$ cat src/rtl/icebus_responder.sv
// ICEbus motor-board responder: 8N1 UART receiver, command-frame parser and
// half-duplex status-frame transmitter driving the RS485 enable.
module icebus_responder #(
   parameter int         CLKS_PER_BIT = 50,
   parameter logic [7:0] MY_ID        = 8'h01,
   parameter int         TURNAROUND   = 2,
   parameter int         TIMEOUT_BITS = 20
) (
   input  logic        clk_clk,
   input  logic        reset_reset_n,
   input  logic        rx,
   output logic        tx,
   output logic        tx_en,
   input  logic [7:0]  status,
   input  logic [31:0] current_average,
   output logic [31:0] setpoint,
   output logic [7:0]  command,
   output logic        cmd_valid,
   output logic        frame_error
);
   localparam int            CW        = $clog2(CLKS_PER_BIT);
   localparam logic [CW-1:0] BIT_LAST  = CW'(CLKS_PER_BIT - 1);
   localparam logic [CW-1:0] HALF_LAST = CW'(CLKS_PER_BIT / 2 - 1);
   localparam int            TURN_CYC  = TURNAROUND * CLKS_PER_BIT;
   localparam int            TW        = $clog2(TURN_CYC + 1);
   localparam logic [TW-1:0] TURN_EN   = TW'(TURN_CYC - 2);
   localparam logic [TW-1:0] TURN_LAST = TW'(TURN_CYC - 1);
   localparam int            GAP_CYC   = TIMEOUT_BITS * CLKS_PER_BIT;
   localparam int            GW        = $clog2(GAP_CYC + 1);
   localparam logic [GW-1:0] GAP_MAX   = GW'(GAP_CYC);

   typedef enum logic [1:0] {RX_IDLE, RX_START, RX_DATA, RX_STOP} rx_state_t;
   typedef enum logic [2:0] {
      ST_IDLE, ST_HDR, ST_CMD, ST_DATA, ST_CHK, ST_TURN, ST_SEND, ST_HOLD
   } state_t;

   logic          rx_meta, rx_s, rx_d;
   rx_state_t     rx_state, rx_state_n;
   logic [CW-1:0] rx_cnt;
   logic [2:0]    rx_bit;
   logic [7:0]    rx_shift;
   logic          rx_tick, rx_hold, byte_done, stop_err;

   state_t        state, state_n;
   logic [7:0]    id_q, cmd_q, chk_q;
   logic [31:0]   data_q;
   logic [1:0]    data_cnt;
   logic [GW-1:0] gap_cnt;
   logic          in_frame, timeout, accept, frame_err_n;
   logic [7:0]    resp_chk;

   logic [TW-1:0] turn_cnt;
   logic [CW-1:0] tx_cnt;
   logic [3:0]    tx_bit;
   logic [2:0]    tx_byte;
   logic [63:0]   tx_buf;
   logic [9:0]    tx_shift;
   logic          tx_tick;

   // NOTE: sequential state uses non-blocking (<=) so every flop samples pre-edge values.
   always_ff @(posedge clk_clk or negedge reset_reset_n) begin
      if (!reset_reset_n) {rx_meta, rx_s, rx_d} <= 3'b111;
      else                {rx_meta, rx_s, rx_d} <= {rx, rx_meta, rx_s};
   end

   // ---------------- UART receive byte engine ----------------
   assign rx_tick   = (rx_state == RX_START) ? (rx_cnt == HALF_LAST) : (rx_cnt == BIT_LAST);
   assign byte_done = (rx_state == RX_STOP) && rx_tick && rx_s;
   assign stop_err  = (rx_state == RX_STOP) && rx_tick && !rx_s;

   // NOTE: every always_comb output gets a default first so no latch is inferred.
   always_comb begin
      rx_state_n = rx_state;
      if (rx_hold) begin
         rx_state_n = RX_IDLE;
      end else begin
         case (rx_state)
            RX_IDLE:  if (rx_d && !rx_s) rx_state_n = RX_START;
            RX_START: if (rx_tick) rx_state_n = rx_s ? RX_IDLE : RX_DATA;
            RX_DATA:  if (rx_tick && rx_bit == 3'd7) rx_state_n = RX_STOP;
            RX_STOP:  if (rx_tick) rx_state_n = RX_IDLE;
            default:  rx_state_n = RX_IDLE;
         endcase
      end
   end

   always_ff @(posedge clk_clk or negedge reset_reset_n) begin
      if (!reset_reset_n) begin
         rx_state <= RX_IDLE;
         rx_cnt   <= '0;
         rx_bit   <= '0;
         rx_shift <= '0;
      end else begin
         rx_state <= rx_state_n;
         if (rx_state == RX_IDLE || rx_tick) rx_cnt <= '0;
         else                                rx_cnt <= rx_cnt + CW'(1);
         if (rx_state != RX_DATA) begin
            rx_bit <= '0;
         end else if (rx_tick) begin
            rx_bit   <= rx_bit + 3'd1;
            rx_shift <= {rx_s, rx_shift[7:1]};
         end
      end
   end

   // ---------------- Frame parser / sequencer ----------------
   assign in_frame = state inside {ST_HDR, ST_CMD, ST_DATA, ST_CHK};
   assign timeout  = in_frame && (gap_cnt == GAP_MAX);
   // The receiver is deaf while we own the bus, so our own echo never parses.
   assign rx_hold  = (state inside {ST_TURN, ST_SEND, ST_HOLD}) || tx_en;
   assign resp_chk = MY_ID ^ status ^ current_average[31:24] ^ current_average[23:16]
                   ^ current_average[15:8] ^ current_average[7:0];

   always_comb begin
      state_n     = state;
      accept      = 1'b0;
      frame_err_n = 1'b0;
      case (state)
         ST_IDLE: if (byte_done && rx_shift == 8'hA5) state_n = ST_HDR;
         ST_HDR:  if (byte_done) state_n = ST_CMD;
         ST_CMD:  if (byte_done) state_n = ST_DATA;
         ST_DATA: if (byte_done && data_cnt == 2'd3) state_n = ST_CHK;
         ST_CHK: begin
            if (byte_done) begin
               if (rx_shift != chk_q) begin
                  frame_err_n = 1'b1;
                  state_n     = ST_IDLE;
               end else if (id_q == MY_ID) begin
                  accept  = 1'b1;
                  state_n = ST_TURN;
               end else begin
                  state_n = ST_IDLE;
               end
            end
         end
         ST_TURN: if (turn_cnt == TURN_LAST) state_n = ST_SEND;
         ST_SEND: if (tx_tick && tx_bit == 4'd9 && tx_byte == 3'd7) state_n = ST_HOLD;
         ST_HOLD: state_n = ST_IDLE;
         default: state_n = ST_IDLE;
      endcase
      if (stop_err || timeout) begin
         frame_err_n = 1'b1;
         state_n     = ST_IDLE;
      end
   end

   always_ff @(posedge clk_clk or negedge reset_reset_n) begin
      if (!reset_reset_n) begin
         state       <= ST_IDLE;
         cmd_valid   <= 1'b0;
         frame_error <= 1'b0;
         setpoint    <= '0;
         command     <= '0;
         id_q        <= '0;
         cmd_q       <= '0;
         chk_q       <= '0;
         data_q      <= '0;
         data_cnt    <= '0;
         gap_cnt     <= '0;
      end else begin
         state       <= state_n;
         cmd_valid   <= accept;
         frame_error <= frame_err_n;
         if (byte_done) begin
            case (state)
               ST_HDR: begin
                  id_q  <= rx_shift;
                  chk_q <= rx_shift;
               end
               ST_CMD: begin
                  cmd_q <= rx_shift;
                  chk_q <= chk_q ^ rx_shift;
               end
               ST_DATA: begin
                  data_q <= {data_q[23:0], rx_shift};
                  chk_q  <= chk_q ^ rx_shift;
               end
               default: ;
            endcase
         end
         if (state != ST_DATA) data_cnt <= '0;
         else if (byte_done)   data_cnt <= data_cnt + 2'd1;
         // Inter-byte gap: counts only while a frame is open and the line is idle.
         if (!in_frame || rx_state != RX_IDLE) gap_cnt <= '0;
         else if (gap_cnt != GAP_MAX)          gap_cnt <= gap_cnt + GW'(1);
         if (accept) begin
            setpoint <= data_q;
            command  <= cmd_q;
         end
      end
   end

   // ---------------- Response transmitter ----------------
   assign tx_tick = (state == ST_SEND) && (tx_cnt == BIT_LAST);
   assign tx      = tx_shift[0];

   always_ff @(posedge clk_clk or negedge reset_reset_n) begin
      if (!reset_reset_n) begin
         turn_cnt <= '0;
         tx_en    <= 1'b0;
         tx_cnt   <= '0;
         tx_bit   <= '0;
         tx_byte  <= '0;
         tx_shift <= '1;
         tx_buf   <= '0;
      end else begin
         turn_cnt <= (state == ST_TURN) ? turn_cnt + TW'(1) : '0;
         if (state == ST_TURN && turn_cnt == TURN_EN) tx_en <= 1'b1;
         else if (state == ST_HOLD)                   tx_en <= 1'b0;
         if (accept) tx_buf <= {8'h5A, MY_ID, status, current_average, resp_chk};
         if (state == ST_TURN && turn_cnt == TURN_LAST) begin
            tx_shift <= {1'b1, tx_buf[63:56], 1'b0};
            tx_buf   <= {tx_buf[55:0], 8'h00};
            tx_cnt   <= '0;
            tx_bit   <= '0;
            tx_byte  <= '0;
         end else if (state == ST_SEND) begin
            if (!tx_tick) begin
               tx_cnt <= tx_cnt + CW'(1);
            end else begin
               tx_cnt <= '0;
               if (tx_bit != 4'd9) begin
                  tx_bit   <= tx_bit + 4'd1;
                  tx_shift <= {1'b1, tx_shift[9:1]};
               end else begin
                  tx_bit   <= '0;
                  tx_byte  <= tx_byte + 3'd1;
                  tx_shift <= (tx_byte == 3'd7) ? 10'h3FF : {1'b1, tx_buf[63:56], 1'b0};
                  tx_buf   <= {tx_buf[55:0], 8'h00};
               end
            end
         end else begin
            tx_shift <= '1;
         end
      end
   end

endmodule
$ cat config.mk
export PLATFORM = sky130hd
export DESIGN_NAME = icebus_responder
export DESIGN_NICKNAME = d
export VERILOG_FILES = /design/src/rtl/icebus_responder.sv
export SDC_FILE = /design/constraint.sdc
export NUM_CORES = 1
export LEC_CHECK = 0
export ABC_AREA = 1
export CAP_MARGIN = 20
export CORE_MARGIN = 2
export CORE_UTILIZATION = 62
export CTS_CLUSTER_DIAMETER = 120
export DETAILED_ROUTE_END_ITERATION = 12
export PLACE_DENSITY = 0.95
export SYNTH_ARGS = -nofsm -noshare
export SYNTH_HDL_FRONTEND = slang
export SYNTH_SLANG_ARGS = --single-unit
export TNS_END_PERCENT = 10
$ cat constraint.sdc
create_clock -name clk_clk -period 3.6 [get_ports clk_clk]
set_input_delay 0.36 -clock clk_clk [delete_from_list [all_inputs] [get_ports clk_clk]]
set_output_delay 0.36 -clock clk_clk [all_outputs]
set_load 0.02 [all_outputs]
Yosys cells after proc, flatten, opt, wreduce, memory -nomap -nowiden. Cells that the tools add are included.

Word-level logic and storage cells: 180. Input port bits: 43. Register bits after elaboration: 230.

Reductions and logical operators: 41. Add/subtract/negate cells: 8. Multiplexer cells: 59. Equal/unequal tests: 40. Bitwise gates (word level): 7.

Operators by type and width (count): $mux W64 (5); $mux W10 (5); $mux W3 (16); $xor A8 B8 Y8 (5); $mux W6 (4); $pmux W3 S8 (1); $eq A3 B3 Y1 const B (6); $mux W9 (2); $ne A3 B2 Y1 const B (6); $ne A3 B3 Y1 const B (6); $mux W2 (8); $mux W4 (4); $pmux W8 S2 (1); $reduce_bool A2 Y1 (8); $eq A7 B7 Y1 const B (2); $logic_and A1 B1 Y1 (13); $add A6 B1 Y6 const B (2); $eq A6 B6 Y1 const B (2); $reduce_and A2 Y1 (6); $mux W1 (11); $add A10 B1 Y10 const B (1); $eq A10 B10 Y1 const B (1); $ne A10 B10 Y1 const B (1); $eq A8 B1 Y1 const B (1); other kinds (28) (38).

Depth between registers and ports, before layout. Gate-level depths: netlist of run 1.

Depth after elaboration: 11. Gate-level depth with buffers: 13.

Least setup slack after synthesis of run 1. OpenSTA, ideal clock, no wires.

Path type: reg2reg. Start point: register state[0]. End point: register tx_buf[10]. Clock period less this slack: 1.813 ns. Buffers on the path: 1. Required time: 3.535 ns. Stages on the path, launching flop included: 13. Setup slack: 1.787 ns. Arrival: 1.748 ns. Library setup time: 0.065 ns. Path through: dfrtp_1 -> inv_1 -> ha_1 -> nand2_1 -> inv_1 -> nand2_1 -> inv_1 -> nor2_1 -> nor2_2 -> inv_2 -> clkbuf_1 -> nand3_1 -> nand2_1.

Longest elaborated chain between the ends: 7.

RTL lines: start, declared (line 44) `state_t state, state_n;`; start signal, assigned (line 161) `state <= state_n;`; $eq A3 B3 Y1 (line 118) `case (state)`; $mux W1 (line 118); $mux W64 (line 210) `if (accept) tx_buf <= {8'h5A, MY_ID, status, current_average, resp_chk};`; $mux W64 (line 222) `if (tx_bit != 4'd9) begin`; $mux W64 (line 218) `if (!tx_tick) begin`; $mux W64 (line 217) `end else if (state == ST_SEND) begin`; $mux W64 * (line 211) `if (state == ST_TURN && turn_cnt == TURN_LAST) begin`; end signal, assigned (line 210); end signal, assigned (line 213) `tx_buf <= {tx_buf[55:0], 8'h00};`; end signal, assigned (line 229) `tx_buf <= {tx_buf[55:0], 8'h00};`; end, declared (line 56) `logic [63:0] tx_buf;`.

Mark *: on every way between the ends. The rest lies on a longest branch, timed or not. A chain may end at the register's enable or synchronous reset.

Worst setup path after layout of run 1.
Start point: register rx_state[0]. End point: register command[3].

Longest elaborated chain between the ends: 6.

RTL lines: start, declared (line 38) `rx_state_t rx_state, rx_state_n;`; start signal, assigned (line 94) `rx_state <= rx_state_n;`; $eq A2 B1 Y1 (line 67) `assign rx_tick = (rx_state == RX_START) ? (rx_cnt == HALF_LAST) : (rx_cnt == BIT_LAST);`; $mux W1 (line 67); $logic_and A1 B1 Y1 * (2 in series) (line 68) `assign byte_done = (rx_state == RX_STOP) && rx_tick && rx_s;`; $mux W1 * (line 124) `if (byte_done) begin`; $mux W1 * (line 118); end signal, assigned (line 188) `command <= cmd_q;`; end, declared (line 17) `output logic [7:0] command,`.

Marked as above.

==> results by stage, run 1 <==
Detailed routing:
- The via count is between 9000 and 10000.
- The DRC violation count after routing is 0.
- The starting DRC count in detailed routing is 967.
- Dividing the detail-routed via count by the number of cells gives 5.81.
- The number of iterations in the first detailed-routing pass is 8.
- The total length of routed wires is 26.8 mm.
- Dividing the detail-routed wire length by the instance count gives approximately 17 um.
- The residual antenna-violating net count after detailed routing is 0.

Synthesis:
- The yosys synthesis warning count is 0.
- Sorting the synthesized cells by area gives the leading types as dfrtp_1, nand2_1, inv_1.
- In this run, synthesis produced a sequential element count of between 200 and 250.
- The netlist uses 37 different library cells.
- Sequential cells were found to cover 53.8% of the synthesized design area.
- The number of nets in the synthesized netlist is 1328.
- Of all cell types, the one taking the most synthesized area is dfrtp_1.
- Synthesis produced around 1300 cells.
- The synthesized design devotes to its leading area cell type 50.8% of total area.
- The area of the mapped netlist is between 10000 and 15000 sq um.
- The average instance area after synthesis is between 8 and 9 sq um.

Cells and area:
- Once layout is done, the placed cells without fillers occupy 12500 sq um.
- Compared with the post-synthesis result, the final layout area differs by 17.4%.
- Of the cells placed in the final design, the portion with a size suffix greater than 1 is about 6.5%.
- The final-stage net count is between 1000 and 1500.
- The fraction of the core area covered by cells at the end of the flow is 75.1%.
- The filler-free cell count of the finished design is ~1600.
- The number of antenna repair diodes is 0.

Power:
- The switching power share of the total is 22.8%.
- Per report_power, the sequential group accounts for around 47% of the total.
- IR analysis of the VDD net gives a maximum drop of about 0.34 mV.
- The power density over the cells is 452 nW/um^2.
- Summed over all cells, the static leakage comes to about 6.1 nW.
- The share of total power in combinational logic is about 5.8%.
- For this design the total switching power over the nets is approximately 1.3 mW.
- The clock share of power is between 40 and 50%.
- The internal cell power is about 4.4 mW.

STA:
- Setup violations remaining at the end of the flow were counted as 0.
- The fmax is around 0.36 GHz.
- The max-slew violation count came to 0.
- Setup repair after global routing left no endpoint under its margin.
- At the pin with the least slew margin, the transition time is between 0.7 and 0.8 ns.
- The number of hold-slack violations in the final timing report was 0.
- The final total negative setup slack is 0 ns.
- The worst path in the final design needs a cycle of roughly 2.8 ns, including I/O delays and setup.
- The clock arrives with between 0.01 and 0.015 ns of skew.
- The final critical-path share of the clock period is 77.9%.
- Headroom to the max-slew limit came out at 49.6%.

Place:
- The number of port buffers is 86.
- Counting tap cells, the placed design contains a total of 1534 instances.
- At the end of routability-driven placement, the weighted congestion stood at about 0.84.
- The post-detailed-placement half-perimeter wirelength is ~16 mm.
- In this run the cell area measured after placement is 11700 sq um.

Clock tree:
- The number of buffers inserted by hold repair at cts is 1.
- TritonCTS built the clock tree.
- The root buffer cell is clkbuf_16.
- Clock tree synthesis found a total of ~230 sinks.
- The buffer depth of the longest clock path is 3.
- Post-CTS timing repair inserted 0 buffers for setup.
- In this run the number of H-tree levels came out at 1.
- The clock-pin slew of the registers on the worst-case setup and hold paths is about 0.06 ns.
- The clock buffer count from CTS is 24.
- The later pin in the worst-skew pair is clocked with a latency of 0.52 ns.
- The post-cts resize count is 0.

Job:
- Max-cap violations in this run came to 0.

Floorplan:
- For this configuration, the core starts out at a cell density of ~64%.
- The area of the die is 18300 sq um.
- The width of the chip is roughly 140 um.
- The die extent in y is about 140 um.
- The top-level I/O count is 87.
- The number of core rows is 47.
- The floorplan step defined a core boundary enclosing between 15000 and 20000 sq um.

Global routing:
- The first global-routing pass estimated between 40 and 50 mm of wire.
- Entering global routing, the biggest net connects 100 pins.
- For this run the aggregate overflow at the end of global routing stands at 0.
- The initial antenna violation count is 0.
- The global router's overall resource usage is between 20 and 30%.
- The number of global-route vias before repair is a little over 9000.

Critical path:
- STA classifies the critical path endpoint as a flip-flop.
- The startpoint class of the critical path is a flip-flop.
- The worst register-to-register path has a setup slack of between 0.7 and 0.8 ns.
- At the worst endpoint, the arrival time is around 3.2 ns.
- The source of the worst register-to-register timing path is rx_state[0].
- Data on the critical path is required at its endpoint by 3.98 ns.
- The largest fanout of any net on the critical path is 63.
- The most critical setup path has its startpoint at rx_state[0].
- The critical path start-end classification is reg -> reg.

Hold path:
- The min-delay analysis places its worst path in the category in -> reg.
- In this run the most critical hold path is launched from rx.

Outcome:
- The flow ran to the end, and the final reports show no timing, DRC or antenna violations.
## area by class of cell
type	count	area, sq um
fill	1011	4160
multi-input combinational	845	4160
clock inverter	13	179
inverter	145	547
timing repair buffer	96	956
clock buffer	31	688
tap	220	275
sequential	229	5750
## critical path: stages, from the launching register on
cell,delay (ns)
dfrtp_1,0.41
inv_1,0.11
nor2_1,0.04
nand2_1,0.06
nand2_1,0.12
nand4_4,0.17
inv_4,0.19
nand2_4,0.57
clkinv_1,0.66
nand2_1,0.22
nand2_1,0.11
## cells in the mapped netlist
master	number
xor2_1	27
ha_1	18
o21ai_1	50
nand3_1	68
nor3b_1	2
o211ai_1	1
nor2_1	79
nand4_4	1
or2_2	8
nand2_2	1
buf_4	3
nor3_1	11
nand3_2	1
nor2_2	6
and2_1	1
a21oi_2	1
inv_1	141
clkbuf_1	14
dfrtp_1	217
nor4_1	1
clkinv_1	1
nand3b_1	42
inv_4	1
a21oi_1	19
a31oi_1	10
a21oi_4	1
buf_6	2
and3_1	1
nand4_1	5
nand2_4	1
dfstp_2	12
inv_2	2
xnor2_1	15
o22ai_1	11
nand2_1	388
buf_2	29
o21ai_0	76
## state kept, by name, indices dropped and copies added (netlist names), 7 cells and up
register,flops
gap_cnt,10
data_q,32
rx_shift,8
chk_q,8
tx_shift,9
turn_cnt,7
cmd_q,8
tx_buf,64
setpoint,32
command,8
id_q,8
## layer usage
layer  global-route usage [%]  share of wire, %  vias up
li1                         -                 -     4163
met1                     38.8                39     4429
met2                     51.6                50      479
met3                     4.23               7.2      106
met4                     11.7               3.9        0
met5                        0                 0        -
## cell families (layout without fill, tap and decap cells)
kind of cell               after synthesis  count (layout)  share of synthesized area (%)
buffers and inverters                  193             285                           7.39
xor gates and xnor gates                42              42                           3.44
adders and majority gates               18              18                           2.11
DFF                                    229             229                           53.8
and+or+nand+nor                        616             616                           24.9
AOI/OAI and AO/OA                      169             169                           8.33
## power groups by stage
stage	Combinational (mW)	Sequential [mW]	Clock (mW)
final	0.329	2.64	2.69
after global routing	0.372	2.65	2.81
after CTS	0.331	2.64	2.70
after detailed placement	0.325	2.69	0
after global placement	0.313	2.69	0
after floorplan	0.174	2.68	0
## placed cells by master (no fill, tap or decap), types with 11 or more instances in the layout
| master | Yosys | layout |
|---|---|---|
| nor2_1 | 79 | 79 |
| o21ai_0 | 76 | 76 |
| clkbuf_16 | 0 | 25 |
| clkdlybuf4s50_1 | 0 | 85 |
| ha_1 | 18 | 18 |
| nand2_1 | 388 | 387 |
| nand3b_1 | 42 | 42 |
| xnor2_1 | 15 | 15 |
| dfrtp_1 | 217 | 217 |
| o22ai_1 | 11 | 11 |
| xor2_1 | 27 | 27 |
| nor3_1 | 11 | 11 |
| a21oi_1 | 19 | 19 |
| dfstp_2 | 12 | 12 |
| nand3_1 | 68 | 68 |
| o21ai_1 | 50 | 50 |
| inv_1 | 141 | 141 |
## metrics by stage
stage	setup slack (ns)	power [mW]	hold WS, ns
2_1_floorplan	1.79	2.86	0.0644
3_3_place_gp	0.973	3.00	0.346
5_1_grt	0.507	5.83	0.256
6_report	0.794	5.67	0.252
3_5_place_dp	0.876	3.01	0.351
4_1_cts	0.763	5.67	0.241
## worst paths after layout
kind / endpoint / cells after the start
min: rx_meta / 1
max reg2reg: command[3] / 10
max: command[3] / 10
max in group asynchronous: tx_buf[24] / 3
min reg2reg: rx_s / 0
min in group asynchronous: setpoint[29] / 2
(Power assumes the default switching activity.)
==> run 2: changes to the inputs <==
--- a/config.mk
+++ b/config.mk
@@ -8,10 +8,10 @@
 export ABC_AREA = 1
 export CAP_MARGIN = 20
 export CORE_MARGIN = 2
-export CORE_UTILIZATION = 62
+export CORE_UTILIZATION = 58
 export CTS_CLUSTER_DIAMETER = 120
 export DETAILED_ROUTE_END_ITERATION = 12
-export PLACE_DENSITY = 0.95
+export PLACE_DENSITY = 0.92
 export SYNTH_ARGS = -nofsm -noshare
 export SYNTH_HDL_FRONTEND = slang
 export SYNTH_SLANG_ARGS = --single-unit
==> constraint.sdc (replaced) <==
create_clock -name clk_clk -period 2.9 [get_ports clk_clk]
set_input_delay 0.29 -clock clk_clk [delete_from_list [all_inputs] [get_ports clk_clk]]
set_output_delay 0.29 -clock clk_clk [all_outputs]
set_load 0.02 [all_outputs]
==> results by stage, run 2 (same netlist as run 1, synthesis figures left out) <==
Cells and area:
- The final-stage net count was 1405 (was 1402).
- The commonest non-fill, non-tap cell in the layout is nand2_1 (unchanged).
- Top flop regs: tx_buf x64, data_q x32, setpoint x32 (unchanged).
- The synthesis-to-layout area growth is 18.3% (was 17.4%).
- The register ranked first by flip-flop count is tx_buf (unchanged).
- The number of flip-flops under the largest register name is 64 (unchanged).
- The number of antenna repair diodes is 0 (unchanged).
- Most frequent cells in the layout: nand2_1, dfrtp_1, inv_1, clkdlybuf4s50_1, nor2_1 (unchanged).
- The fraction of final layout cells sized beyond drive strength 1 is 6.68% (was 6.48%).

Place:
- The post-place setup slack came to 0.430 ns (was 0.876 ns).
- The global placer's final weighted congestion is 0.876 (was 0.835).
- The post-detailed-placement half-perimeter wirelength is 15.4 mm (was 15.5 mm).
- The number of port buffers is 86 (unchanged).

STA:
- The final total negative setup slack came to 0 ns (unchanged).
- The final critical-path share of the clock period is 91.9% (was 77.9%).
- The final worst setup slack came to 0.235 ns (was 0.794 ns).
- The worst slew margin relative to its limit was 55.0% (was 49.6%).
- The setup-violating endpoint count in the final report was 0 (unchanged).
- The number of hold-slack violations in the final timing report is 0 (unchanged).
- RSZ-0062 raised after global routing: no (unchanged).
- The max-slew violation count is 0 (unchanged).
- The fmax is 0.375 GHz (was 0.356 GHz).
- The shortest clock period the worst path allows after layout is 2.66 ns (was 2.81 ns).
- The slew of the pin with the lowest slew margin is 0.674 ns (was 0.755 ns).
- The worst clock skew on the final layout is 0.0107 ns (was 0.0148 ns).

Outcome:
- Outcome: completed (unchanged).

Floorplan:
- The number of core rows is 49 (was 47).
- The placeable core area is 18000 sq um (was 16700 sq um).
- The die extent in y is 140 um (was 135 um).
- The area of the die is 19500 sq um (was 18300 sq um).
- The starting density of the core was 59.3% (was 64.0%).
- The top-level I/O count is 87 (unchanged).
- The width of the chip is 140 um (was 135 um).

Clock tree:
- The clock-pin slew of the registers on the worst-case setup and hold paths is 0.06 ns (about the same).
- The number of buffers added for setup after CTS is 0 (unchanged).
- The clock tree from TritonCTS is done (unchanged).
- The buffer depth of the longest clock path is 3 (unchanged).
- The total clock sinks is 229 (unchanged).
- The insertion delay to the later sink of the worst-skew pair came to 0.52 ns (about the same).
- The root buffer cell is clkbuf_16 (unchanged).
- The clock buffer count from CTS came to 24 (unchanged).
- The maximum level of the CTS H-tree is 1 (unchanged).

Global routing:
- The global-route wire length before repair was 42.1 mm (was 44.4 mm).
- The largest net degree at the start of global routing was 83 (was 100).
- The global router's overall resource usage is 25.9% (was 30.0%).
- The initial antenna violation count is 0 (unchanged).
- The global-route congestion overflow total is 0 (unchanged).
- The number of global-route vias before repair is 8788 (was 9065).

Detailed routing:
- The DRC violation count after routing is 0 (unchanged).
- The post-detailed-route via-to-cell ratio came to 5.60 (was 5.81).
- The average wire per standard cell was 15.9 um (was 16.9 um).
- The total length of routed wires was 25.3 mm (was 26.8 mm).
- The residual antenna-violating net count after detailed routing is 0 (unchanged).
- The number of iterations in the first detailed-routing pass came to 7 (was 8).
- The starting DRC count in detailed routing is 802 (was 967).
- The via count was 8911 (was 9177).

Critical path:
- The critical path endpoint category is a flip-flop (unchanged).
- The startpoint class of the critical path is a flip-flop (unchanged).
- The critical path required time is 3.30 ns (was 3.98 ns).
- The worst endpoint data arrival time is 3.07 ns (was 3.19 ns).
- The critical path start-end classification is reg -> reg (unchanged).
- The largest fanout of any net on the critical path is 22 (was 63).

Hold path:
- The type of the worst min-delay path is in -> reg (unchanged).

Job:
- The number of maximum-capacitance violations is 0 (unchanged).

Power:
- The cell leakage power is 6.09 nW (was 6.05 nW).
- The maximum ir drop on the vdd rail is 0.550 mV (was 0.336 mV).
- The power density over the cells is 563 nW/um^2 (was 452 nW/um^2).
[run 2: changes by cell type in the layout (fill, tap and decap cells not counted), sizes merged]
cell and change:
bufinv +1, inv -1, buf +3
[run 2: repair_timing]
| action | in CTS | in global routing |
|---|---|---|
| gates resized for setup | 0 | 0 |
| endpoints found under the hold margin | 70 | 0 |
| hold buffers | 1 | 0 |
[run 2: cell type report]
type,instances,area (sq um)
Timing Repair Buffer,99,1020
Clock inverter,13,204
Sequential cell,229,5750
Fill cell,1202,5380
Inverter,145,547
Tap cell,229,287
Multi-Input combinational cell,845,4160
Clock buffer,31,688
[run 2: power by group]
part	switching, mW	total [mW]	internal [mW]
Clock	1.31	3.43	2.12
Combinational	0.241	0.398	0.157
Sequential	0.0497	3.28	3.23
Total	1.60	7.12	5.52
[run 2: critical path, stage by stage, from the launching register on]
cell	delay, ns
dfrtp_1	0.41
inv_1	0.09
ha_1	0.26
nand2_1	0.14
inv_1	0.13
nand2_1	0.10
inv_1	0.06
nor2_1	0.38
nor2_4	0.05
inv_2	0.30
nand2_1	0.33
o21ai_1	0.23
inv_1	0.06
[run 2: stage by stage]
| stage | instances | instance area, sq um | util (%) | hold WS, ns | total power [mW] |
|---|---|---|---|---|---|
| detailed placement | 1546 | 11700 | 65.1 | 0.306 | 3.74 |
| CTS | 1591 | 12600 | 70.1 | 0.165 | 7.13 |
| global route | 1591 | 12600 | 70.1 | 0.183 | 7.33 |
| finish | 1591 | 12600 | 70.1 | 0.175 | 7.12 |
| floorplan | 1267 | 10700 | - | -0.00559 | 3.55 |
| global placement | 1546 | 11700 | 65.1 | 0.303 | 3.72 |
[run 2: layer usage]
layer | share of wire (%) | GRT usage [%] | up-vias
met1 | 41 | 34.5 | 4289
met3 | 6.9 | 4.47 | 77
li1 | - | - | 4168
met4 | 2.8 | 9.32 | 0
met2 | 49 | 43.2 | 377
met5 | 0 | 0 | -
[run 2: final timing paths]
kind | start | endpoint | slack [ns] | cells after the start
setup reg to reg | state[0] | tx_buf[57] | 0.24 | 12
max in group asynchronous | reset_reset_n | tx_shift[0] | 1.68 | 3
hold reg to reg | rx_meta | rx_s | 0.36 | 0
hold / removal | rx | rx_meta | 0.17 | 1
setup / recovery | state[0] | tx_buf[57] | 0.24 | 12
min in group asynchronous | reset_reset_n | data_q[30] | 0.33 | 2
